--- config.mk ---
export PLATFORM = sky130hd
export DESIGN_NAME = ping_scheduler
export DESIGN_NICKNAME = d
export VERILOG_FILES = /design/src/rtl/ping_scheduler.sv
export SDC_FILE = /design/constraint.sdc
export NUM_CORES = 1
export LEC_CHECK = 0
export CELL_PAD_IN_SITES_DETAIL_PLACEMENT = 2
export CELL_PAD_IN_SITES_GLOBAL_PLACEMENT = 2
export CORE_MARGIN = 3
export CORE_UTILIZATION = 39
export CTS_BUF_LIST = sky130_fd_sc_hd__clkbuf_16
export DETAILED_ROUTE_END_ITERATION = 10
export DONT_BUFFER_PORTS = 1
export GPL_ROUTABILITY_DRIVEN = 0
export PLACE_DENSITY_LB_ADDON = 0.2
export SETUP_SLACK_MARGIN = 0.3
export SYNTH_ARGS = -nofsm -noshare
export SYNTH_HDL_FRONTEND = slang
export SYNTH_SLANG_ARGS = --single-unit
--- constraint.sdc ---
create_clock -name clk -period 2.6 [get_ports clk]
set_input_delay 0.39 -clock clk [delete_from_list [all_inputs] [get_ports clk]]
set_output_delay 0.39 -clock clk [all_outputs]
set_load 0.1 [all_outputs]
--- src/rtl/ping_scheduler.sv ---
`default_nettype none
// ============================================================================
// Module   : ping_scheduler
// Brief    : Round-robin trigger/echo ranging controller sharing one timer
//            across N ultrasonic sensors, with timeout and inter-ping guard.
// Revision : 1.0 - initial release
// ============================================================================
module ping_scheduler #(
    parameter int N_SENSORS      = 4,
    parameter int ID_W           = 2,
    parameter int TRIG_CYCLES    = 500,
    parameter int TIMEOUT_CYCLES = 1500000,
    parameter int GUARD_CYCLES   = 3000000,
    parameter int COUNT_W        = 22
) (
    input  logic                 clk,
    input  logic                 rst,
    input  logic                 enable,
    input  logic [N_SENSORS-1:0] echo,
    output logic [N_SENSORS-1:0] trig,
    output logic                 busy,
    output logic [ID_W-1:0]      cur_id,
    output logic                 sample_valid,
    output logic [ID_W-1:0]      sample_id,
    output logic [COUNT_W-1:0]   sample_width,
    output logic                 sample_timeout
);

    // The shared counter must also span the guard interval, which may exceed COUNT_W.
    localparam int c_GUARD_W = $clog2(GUARD_CYCLES + 1);
    localparam int c_CNT_W   = (c_GUARD_W > COUNT_W) ? c_GUARD_W : COUNT_W;

    localparam logic [2:0] c_IDLE      = 3'd0;
    localparam logic [2:0] c_TRIG      = 3'd1;
    localparam logic [2:0] c_WAIT_RISE = 3'd2;
    localparam logic [2:0] c_MEASURE   = 3'd3;
    localparam logic [2:0] c_GUARD     = 3'd4;

    localparam logic [c_CNT_W-1:0] c_CNT_ONE      = c_CNT_W'(1);
    localparam logic [c_CNT_W-1:0] c_TRIG_LAST    = c_CNT_W'(TRIG_CYCLES - 1);
    localparam logic [c_CNT_W-1:0] c_TIMEOUT_LAST = c_CNT_W'(TIMEOUT_CYCLES - 1);
    localparam logic [c_CNT_W-1:0] c_GUARD_LAST   = c_CNT_W'(GUARD_CYCLES - 1);
    localparam logic [COUNT_W-1:0] c_TIMEOUT_W    = COUNT_W'(TIMEOUT_CYCLES);
    localparam logic [ID_W-1:0]    c_ID_ONE       = ID_W'(1);
    localparam logic [ID_W-1:0]    c_LAST_ID      = ID_W'(N_SENSORS - 1);

    logic [2:0]           r_state;
    logic [c_CNT_W-1:0]   r_cnt;
    logic [ID_W-1:0]      r_cur_id;
    logic [N_SENSORS-1:0] r_echo_meta;
    logic [N_SENSORS-1:0] r_echo_sync;
    logic [N_SENSORS-1:0] r_echo_prev;
    logic                 r_sample_valid;
    logic [ID_W-1:0]      r_sample_id;
    logic [COUNT_W-1:0]   r_sample_width;
    logic                 r_sample_timeout;

    logic                 w_echo_cur;
    logic                 w_echo_prev;
    logic                 w_rise;
    logic                 w_emit;
    logic [COUNT_W-1:0]   w_emit_width;
    logic                 w_emit_timeout;

    always_ff @(posedge clk) begin
        if (rst) begin
            r_echo_meta <= '0;
            r_echo_sync <= '0;
            r_echo_prev <= '0;
        end else begin
            r_echo_meta <= echo;
            r_echo_sync <= r_echo_meta;
            r_echo_prev <= r_echo_sync;
        end
    end

    assign w_echo_cur  = r_echo_sync[r_cur_id];
    assign w_echo_prev = r_echo_prev[r_cur_id];
    assign w_rise      = w_echo_cur && !w_echo_prev;

    always_comb begin
        w_emit         = 1'b0;
        w_emit_width   = '0;
        w_emit_timeout = 1'b0;
        case (r_state)
            c_WAIT_RISE: begin
                if (!w_rise && (r_cnt == c_TIMEOUT_LAST)) begin
                    w_emit         = 1'b1;
                    w_emit_timeout = 1'b1;
                end
            end
            c_MEASURE: begin
                if (!w_echo_cur) begin
                    w_emit       = 1'b1;
                    w_emit_width = r_cnt[COUNT_W-1:0];
                end else if (r_cnt == c_TIMEOUT_LAST) begin
                    // This high cycle would be the TIMEOUT_CYCLES-th: saturate.
                    w_emit         = 1'b1;
                    w_emit_width   = c_TIMEOUT_W;
                    w_emit_timeout = 1'b1;
                end
            end
            default: ;
        endcase
    end

    always_ff @(posedge clk) begin
        if (rst) begin
            r_state  <= c_IDLE;
            r_cnt    <= '0;
            r_cur_id <= '0;
        end else begin
            case (r_state)
                c_IDLE: begin
                    if (enable) begin
                        r_state <= c_TRIG;
                        r_cnt   <= '0;
                    end
                end
                c_TRIG: begin
                    if (r_cnt == c_TRIG_LAST) begin
                        r_state <= c_WAIT_RISE;
                        r_cnt   <= '0;
                    end else begin
                        r_cnt <= r_cnt + c_CNT_ONE;
                    end
                end
                c_WAIT_RISE: begin
                    // The edge cycle itself is the first counted high cycle.
                    if (w_rise) begin
                        r_state <= c_MEASURE;
                        r_cnt   <= c_CNT_ONE;
                    end else if (w_emit) begin
                        r_state <= c_GUARD;
                        r_cnt   <= '0;
                    end else begin
                        r_cnt <= r_cnt + c_CNT_ONE;
                    end
                end
                c_MEASURE: begin
                    if (w_emit) begin
                        r_state <= c_GUARD;
                        r_cnt   <= '0;
                    end else begin
                        r_cnt <= r_cnt + c_CNT_ONE;
                    end
                end
                c_GUARD: begin
                    if (r_cnt == c_GUARD_LAST) begin
                        r_cur_id <= (r_cur_id == c_LAST_ID) ? '0 : r_cur_id + c_ID_ONE;
                        r_state  <= enable ? c_TRIG : c_IDLE;
                        r_cnt    <= '0;
                    end else begin
                        r_cnt <= r_cnt + c_CNT_ONE;
                    end
                end
                default: begin
                    r_state <= c_IDLE;
                    r_cnt   <= '0;
                end
            endcase
        end
    end

    always_ff @(posedge clk) begin
        if (rst) begin
            r_sample_valid   <= 1'b0;
            r_sample_id      <= '0;
            r_sample_width   <= '0;
            r_sample_timeout <= 1'b0;
        end else begin
            r_sample_valid <= w_emit;
            if (w_emit) begin
                r_sample_id      <= r_cur_id;
                r_sample_width   <= w_emit_width;
                r_sample_timeout <= w_emit_timeout;
            end
        end
    end

    generate
        for (genvar gi = 0; gi < N_SENSORS; gi++) begin : g_trig
            assign trig[gi] = (r_state == c_TRIG) && (r_cur_id == ID_W'(gi));
        end
    endgenerate

    assign busy           = (r_state != c_IDLE);
    assign cur_id         = r_cur_id;
    assign sample_valid   = r_sample_valid;
    assign sample_id      = r_sample_id;
    assign sample_width   = r_sample_width;
    assign sample_timeout = r_sample_timeout;

endmodule
`default_nettype wire
==> metrics.md, run 1 <==
| Metric | Value |
|---|---|
| Status | finished, final reports clean |
| Starting DRT DRC Count | between 300 and 400 |
| Yosys top cell by area | dfxtp_1 |
| Yosys warning total | 0 |
| Startpoint types | register |
| CTS Hold Buffers Added | 0 |
| PD cells | between 700 and 800 nW/um^2 |
| Syn Std Cell Area | a little over 3000 um^2 |
| Post-DP HPWL | between 7000 and 8000 um |
| Fin. Hold Viols | 0 |
| Primary FF master, synth | dfxtp_1 |
| Clk slew on worst S/H paths | approximately 0.070 ns |
| Share of post-route cells with drive strength above 1 | 0.3534 |
| Slew Limit Headroom | 0.3049 |
| Final wirelength | around 17,000 um |
| Via/cell ratio | 6.917 |
| Pins Over Slew Limit | 0 |
| Worst VDD drop | approximately 0.43 mV |
| Syn nets | around 350 |
| Final Util | 0.5707 |
| Worst EP arrival | roughly 2.8 ns |
| Post-synthesis sequential area ratio | 0.4273 |
| Post-route ant nets | 0 |
| # placed instances | 450 |
| Seq pwr share | 0.349 |
| Cell-internal power | 2.025 mW |
| Fill cells | a little over 700 |
| Max Fclk | 385.9 MHz |
| Num rows | 31 |
| Initial antenna violation count | 0 |
| Top cells by area, synth | dfxtp_1, a22o_1, nor2_1 |
| Wire per inst | ~35 um |
| Clock share of power | 0.395 |
| Syn avg cell area | roughly 9 um^2 |
| Total Nets Final | between 300 and 400 |
| Crit-path max FO | 8 |
| Via count | about 3,300 |
| RSZ-0062 raised after global routing | true |
| Worst-Margin Slew | 1.041 ns |
| IO Pins | 40 |
| Yosys cell types | 56 |
| Max-cap violation count | 0 |
| Die W | 94.37 um |
| #FFs+latches synth | 65 |
| Pwr Total | approximately 3.1 mW |
| CTS tree | built |
| Layout area overhead | 38.82% |
| I/O Buffers | 0 |
| Clock Path Buffers | 2 |
| TritonRoute pass-1 iters | 5 |
| CTS buffer count | 9 |
| Reg2Reg Depth | 8 |
| Largest net degree at the start of global routing | 61 |
| Critical path required time | ~2.8 ns |
| First-pass GRT wire length | between 20,000 and 25,000 um |
| # diodes | 0 |
| Worst Hold Path Cells | 1 |
| Crit path capture type | register |
| Clock insertion delay at the later pin of the skew report | 0.35 ns |
| Die area | 8905 um^2 |
| Critical setup path kind | reg -> reg |
| LEAKAGE | 1.658 nW |
| Share of the synthesized area in the top cell type | 0.4273 |
| Non-filler cells, final | a little under 500 |
| Skew final | between 0.01 and 0.015 ns |
| Vias in the first global route | 3,492 |
| Drc violations | 0 |
| Sw Share | 0.3477 |
| CTS Sinks | 65 |
| Grt ovf | 0 |
| GRT Util Overall | 0.3453 |
| Starting density of the core | 0.4111 |
| Worst hold path type | in -> reg |
| Final min period | roughly 2.6 ns |
| Die Y | approximately 94 um |
| Mapped Cells | about 330 |
| Switching power | ~1.1 mW |
| Root Driver | clkbuf_16 |
| Final worst path period share | 0.9968 |
| H-tree levels | 3 |
| Asr flop ratio synth | 0 |
| Core region area | about 7400 um^2 |
| Post-synth EDFFs | 0 |
| Comb pwr share | 0.256 |
| Final setup fails | 0 |
[metal layers]
| layer | vias to the layer above | wire (um) | part of all wire | global-route usage |
|---|---|---|---|---|
| met2 | 226 | 7889 | 0.48 | 0.5863 |
| li1 | 1330 | - | - | - |
| met4 | 0 | 1078 | 0.065 | 0.1853 |
| met3 | 91 | 1159 | 0.070 | 0.07649 |
| met5 | - | 0 | 0 | 0 |
| met1 | 1680 | 6470 | 0.39 | 0.4044 |
[through the flow]
step / hold slack (ns) / cell area, um^2 / setup TNS [ns] / setup slack [ns]
finish: 0.1026 / 4228 / 0 / 0.008356
global route: 0.1023 / 4228 / -0.09478 / -0.05076
CTS: 0.1063 / 3918 / 0 / 0.1714
detailed placement: 0.4322 / 3425 / -0.1722 / -0.04979
global placement: 0.4166 / 3425 / 0 / 0.05527
floorplan: 0.4138 / 3100 / 0 / 0.1892
[synthesized netlist by cell type, drive strengths merged (4+ instances only)]
cell / count
nor4: 10
nand3: 8
nand2b: 5
ha: 5
nor4b: 4
and2: 9
nand2: 18
mux2i: 5
and3: 7
a21oi: 7
clkbuf: 15
nor2b: 16
nor3: 8
o31ai: 11
a21o: 5
dfxtp: 65
o2bb2ai: 11
nand4: 7
inv: 8
a22o: 13
nor2: 29
or3: 6
buf: 10
[worst paths after layout]
check,from,to,slack [ns]
worst max-delay path,r_cnt[10],r_cnt[20],0.008
worst min-delay path,rst,cur_id[0],0.10
worst max register to register,r_cnt[10],r_cnt[20],0.008
worst min register to register,r_echo_meta[3],r_echo_sync[3],0.47
[cells in the final DEF, fill, tap and decap left out, types with 4 or more instances in the layout]
cell / Yosys / routed
clkbuf_16: 0 / 10
nor4_4: 0 / 5
nor3_1: 8 / 4
dfxtp_1: 65 / 54
or3_1: 6 / 4
buf_4: 1 / 47
nor2b_1: 16 / 14
o31ai_2: 0 / 4
buf_6: 2 / 4
nor4_1: 10 / 5
a21o_1: 5 / 5
and3_1: 7 / 7
and2_1: 9 / 8
a22o_1: 13 / 13
o2bb2ai_1: 11 / 11
nor2_1: 29 / 27
inv_1: 8 / 8
nand3_1: 8 / 7
mux2i_1: 5 / 4
nand2_1: 18 / 18
dfxtp_2: 0 / 8
ha_1: 5 / 4
o31ai_1: 11 / 6
a21oi_1: 6 / 5
nand4_1: 7 / 7
[power groups by stage]
stage	Combinational (mW)	Sequential (mW)	Clock, mW
after floorplan	0.310	1.07	0
after global placement	0.416	1.08	0
after detailed placement	0.434	1.09	0
after CTS	0.606	1.07	1.17
after global routing	0.816	1.08	1.26
final	0.796	1.08	1.23
[kinds of logic (layout without fill, tap and decap cells)]
logic type / count (synthesis) / in the layout / share of synthesized area
simple gates: 146 / 147 / 0.2724
compound gates: 76 / 76 / 0.1993
flops: 65 / 65 / 0.4273
buf+inv: 33 / 81 / 0.04930
mux: 8 / 8 / 0.03122
fa+ha+maj: 5 / 5 / 0.02054
[state kept, by name, summed over array words and instances (netlist names)]
| signal | cells |
|---|---|
| sample_valid | 1 |
| sample_timeout | 1 |
| r_state | 3 |
| sample_width | 22 |
| cur_id | 2 |
| sample_id | 2 |
| r_echo_sync | 4 |
| r_echo_prev | 4 |
| r_echo_meta | 4 |
| r_cnt | 22 |
[cell type report]
class | instances | area, um^2 | area share
Timing Repair Buffer | 57 | 538.0 | 0.1273
Sequential cell | 65 | 1323 | 0.3128
Clock buffer | 9 | 225.2 | 0.05327
Clock inverter | 7 | 53.80 | 0.01273
Multi-Input combinational cell | 236 | 1934 | 0.4575
Inverter | 8 | 30.03 | 0.007103
Tap cell | 99 | 123.9 | 0.02930
[timing repair]
| item | in CTS | in global routing |
|---|---|---|
| setup buffers | 6 | 5 |
| endpoints found under the setup margin | 47 | 50 |
| gates cloned | 2 | 2 |
| hold endpoints to repair | 0 | 0 |
| resized for setup | 25 | 44 |
| pin swaps | 8 | 16 |
[worst max-delay path, stage by stage (launching register included)]
cell	delay [ns]
dfxtp_1	0.36
or4b_4	0.55
nor3_4	0.33
a21oi_2	0.16
a221oi_2	0.28
buf_6	0.20
buf_12	0.12
nor2_4	0.07
a221o_1	0.37
Note: power is estimated with default switching activity, not from simulation.
==> run 2: changes to the inputs <==
- ABC_AREA: not set -> 1
- CORE_UTILIZATION: 39 -> 35
- HOLD_SLACK_MARGIN: not set -> 0.05
==> metrics.md, run 2 <==
| Metric | Value |
|---|---|
| Post-DP HPWL | 7289 um |
| Share of the synthesized area in the top cell type | 0.3842 |
| CTS tree | built |
| Core region area | 9328 um^2 |
| Critical Path Source | cur_id[0] |
| Starting density of the core | 0.3631 |
| Worst EP arrival | ~1.8 ns |
| Setup TNS | 0 ns |
| Post-synthesis sequential area ratio | 0.3842 |
| Synth Area in Compound Gates | 0.1193 |
| Slowest-stage cell, CP | nor2_4 |
| TritonRoute pass-1 iters | 4 |
| Max Fclk | 451.8 MHz |
| IO Pins | 40 |
| Worst VDD drop | 0.3282 mV |
| Layout area overhead | 15.18% |
| Combinational family with the most area after synthesis | simple AND/OR/NAND/NOR gates |
| Status | finished, final reports clean |
| Final worst slack | slightly below 0.4 ns |
| Startpoint types | register |
| Max-cap violation count | 0 |
| Asr flop ratio synth | 0 |
| RSZ-0062 raised after global routing | false |
| Post-route ant nets | 0 |
| Critical Path, Cell by Cell | buf_4 -> ha_1 -> inv_1 -> nor2_4 |
| Setup Fix Bufs, Post-CTS | 0 |
| Syn avg cell area | between 7 and 8 um^2 |
| Largest net degree at the start of global routing | between 60 and 70 |
| Via/cell ratio | 5.037 |
| CTS Sinks | 65 |
| Syn Std Cell Area | 3387 um^2 |
| Vias in the first global route | roughly 3,400 |
| Total Nets Final | between 400 and 500 |
| Primary FF master, synth | dfxtp_1 |
| Final worst path period share | 0.8514 |
| Skew final | about 0.011 ns |
| First-pass GRT wire length | approximately 18,000 um |
| Place WS | approximately 0.35 ns |
| Critical path required time | around 2.2 ns |
| Syn nets | ~500 |
| #FFs+latches synth | between 60 and 70 |
| Most common cell after layout, fill and taps aside | nand2_1 |
| Clock Path Buffers | 2 |
| Yosys warning total | 0 |
| GRT Util Overall | 0.2082 |
| Clock insertion delay at the later pin of the skew report | about 0.34 ns |
| Initial antenna violation count | 0 |
| Highest-count cells in the layout ignoring fill and taps | nand2_1, dfxtp_1, inv_1 |
| H-tree levels | 3 |
| Num rows | 35 |
| Post-synth EDFFs | 0 |
| CP peak stage delay | between 0.5 and 0.6 ns |
| Wire per inst | roughly 18 um |
| Crit-path leading delay family | simple AND/OR/NAND/NOR gates |
| I/O Buffers | 0 |
| Die area | ~11,000 um^2 |
| Simple-gate share of the synthesized area | 0.3203 |
| Mux cell area share after synthesis | 0 |
| Crit path capture type | output port |
| PD cells | around 800 nW/um^2 |
| Worst hold path type | in -> reg |
| Via count | between 3,000 and 4,000 |
| Yosys top cell by area | dfxtp_1 |
| Pwr Total | between 3 and 4 mW |
| Reg2Reg Setup Slack | 0.51 ns |
| Post-synth top cells | nand2_1, dfxtp_1, inv_1 |
| WHS | roughly 0.12 ns |
| Drc violations | 0 |
| Root Driver | clkbuf_16 |
| Top cells by area, synth | dfxtp_1, nand2_1, inv_1 |
| CTS buffer count | 9 |
| Pins Over Slew Limit | 0 |
| LEAKAGE | 1.508 nW |
| Die Y | between 100 and 150 um |
| Worst-Margin Slew | slightly below 1 ns |
| Slew Limit Headroom | 0.3436 |
| Final min period | approximately 2.2 ns |
| Hold_sp | rst |
| Grt ovf | 0 |
| CTS Hold Buffers Added | 0 |
| Most frequent cell after synthesis | nand2_1 |
| Critical setup path kind | reg -> out |
| Final setup fails | 0 |
| # placed instances | roughly 600 |
| Share of post-route cells with drive strength above 1 | 0.1749 |
| Worst flop-to-flop path startpoint | r_cnt[3] |
| # diodes | 0 |
| Crit-path max FO | 6 |
| Fin. Hold Viols | 0 |
| Synth Area in XOR/XNOR | 0.04396 |
| Mapped Cells | 480 |
| Starting DRT DRC Count | about 120 |
| Synth Area in Adders | 0.01847 |
| Worst Path Buf+Inv | 2 |
| Final wirelength | approximately 11,000 um |
| Yosys cell types | 32 |
| Non-filler cells, final | 615 |
| Clk slew on worst S/H paths | ~0.060 ns |
| Die W | about 100 um |
-- run 2: cell type report --
| class | instances | area [um^2] |
|---|---|---|
| Tap cell | 129 | 161.4 |
| Clock buffer | 9 | 225.2 |
| Multi-Input combinational cell | 330 | 1780 |
| Timing Repair Buffer | 15 | 112.6 |
| Sequential cell | 65 | 1305 |
| Clock inverter | 7 | 87.58 |
| Fill cell | 1128 | 5426 |
| Inverter | 60 | 229.0 |
-- run 2: timing repair --
item | CTS | global route
pin swaps | 2 | 2
gates cloned | 1 | 0
gates resized for setup | 1 | 9
endpoints found under the setup margin | 8 | 26
hold endpoints to repair | 0 | 0
-- run 2: kinds of logic after synthesis --
group,after synthesis
xor gates and xnor gates,17
AOI/OAI and AO/OA,67
and+or+nand+nor,240
buffers and inverters,86
DFF,65
adders and majority gates,5
-- run 2: path summary, 6_finish.rpt --
kind	to	cells after the start
setup / recovery	trig[3]	4
hold / removal	r_cnt[19]	1
setup reg to reg	r_cnt[17]	9
hold reg to reg	r_echo_sync[0]	2
-- run 2: worst reg2reg max path, cell delays in order (launching register included) --
cell,delay [ns]
dfxtp_1,0.55
nand3_2,0.27
nor3_4,0.18
nand3_1,0.15
nand2_1,0.13
nand2_1,0.14
clkinvlp_4,0.18
o21ai_4,0.17
nand2_1,0.13
a21oi_1,0.07
-- run 2: per-stage QoR --
step             util  cell area, um^2
4_1_cts        0.4133             3855
5_1_grt        0.4182             3901
3_5_place_dp   0.3788             3533
2_1_floorplan       -             3420
3_3_place_gp   0.3788             3533
6_report       0.4182             3901
-- run 2: metal layers --
metal	track usage	vias to the layer above	wire length [um]
met5	0	-	0
met4	0.05318	0	133
met3	0.03849	13	292
met2	0.3690	46	5445
met1	0.2585	1536	4985
li1	-	1503	-
-- run 2: where the power goes --
part	internal [mW]	total [mW]	switching, mW
Combinational	0.162	0.768	0.606
Sequential	1.04	1.11	0.0739
Clock	0.830	1.28	0.449
Total	2.03	3.16	1.13
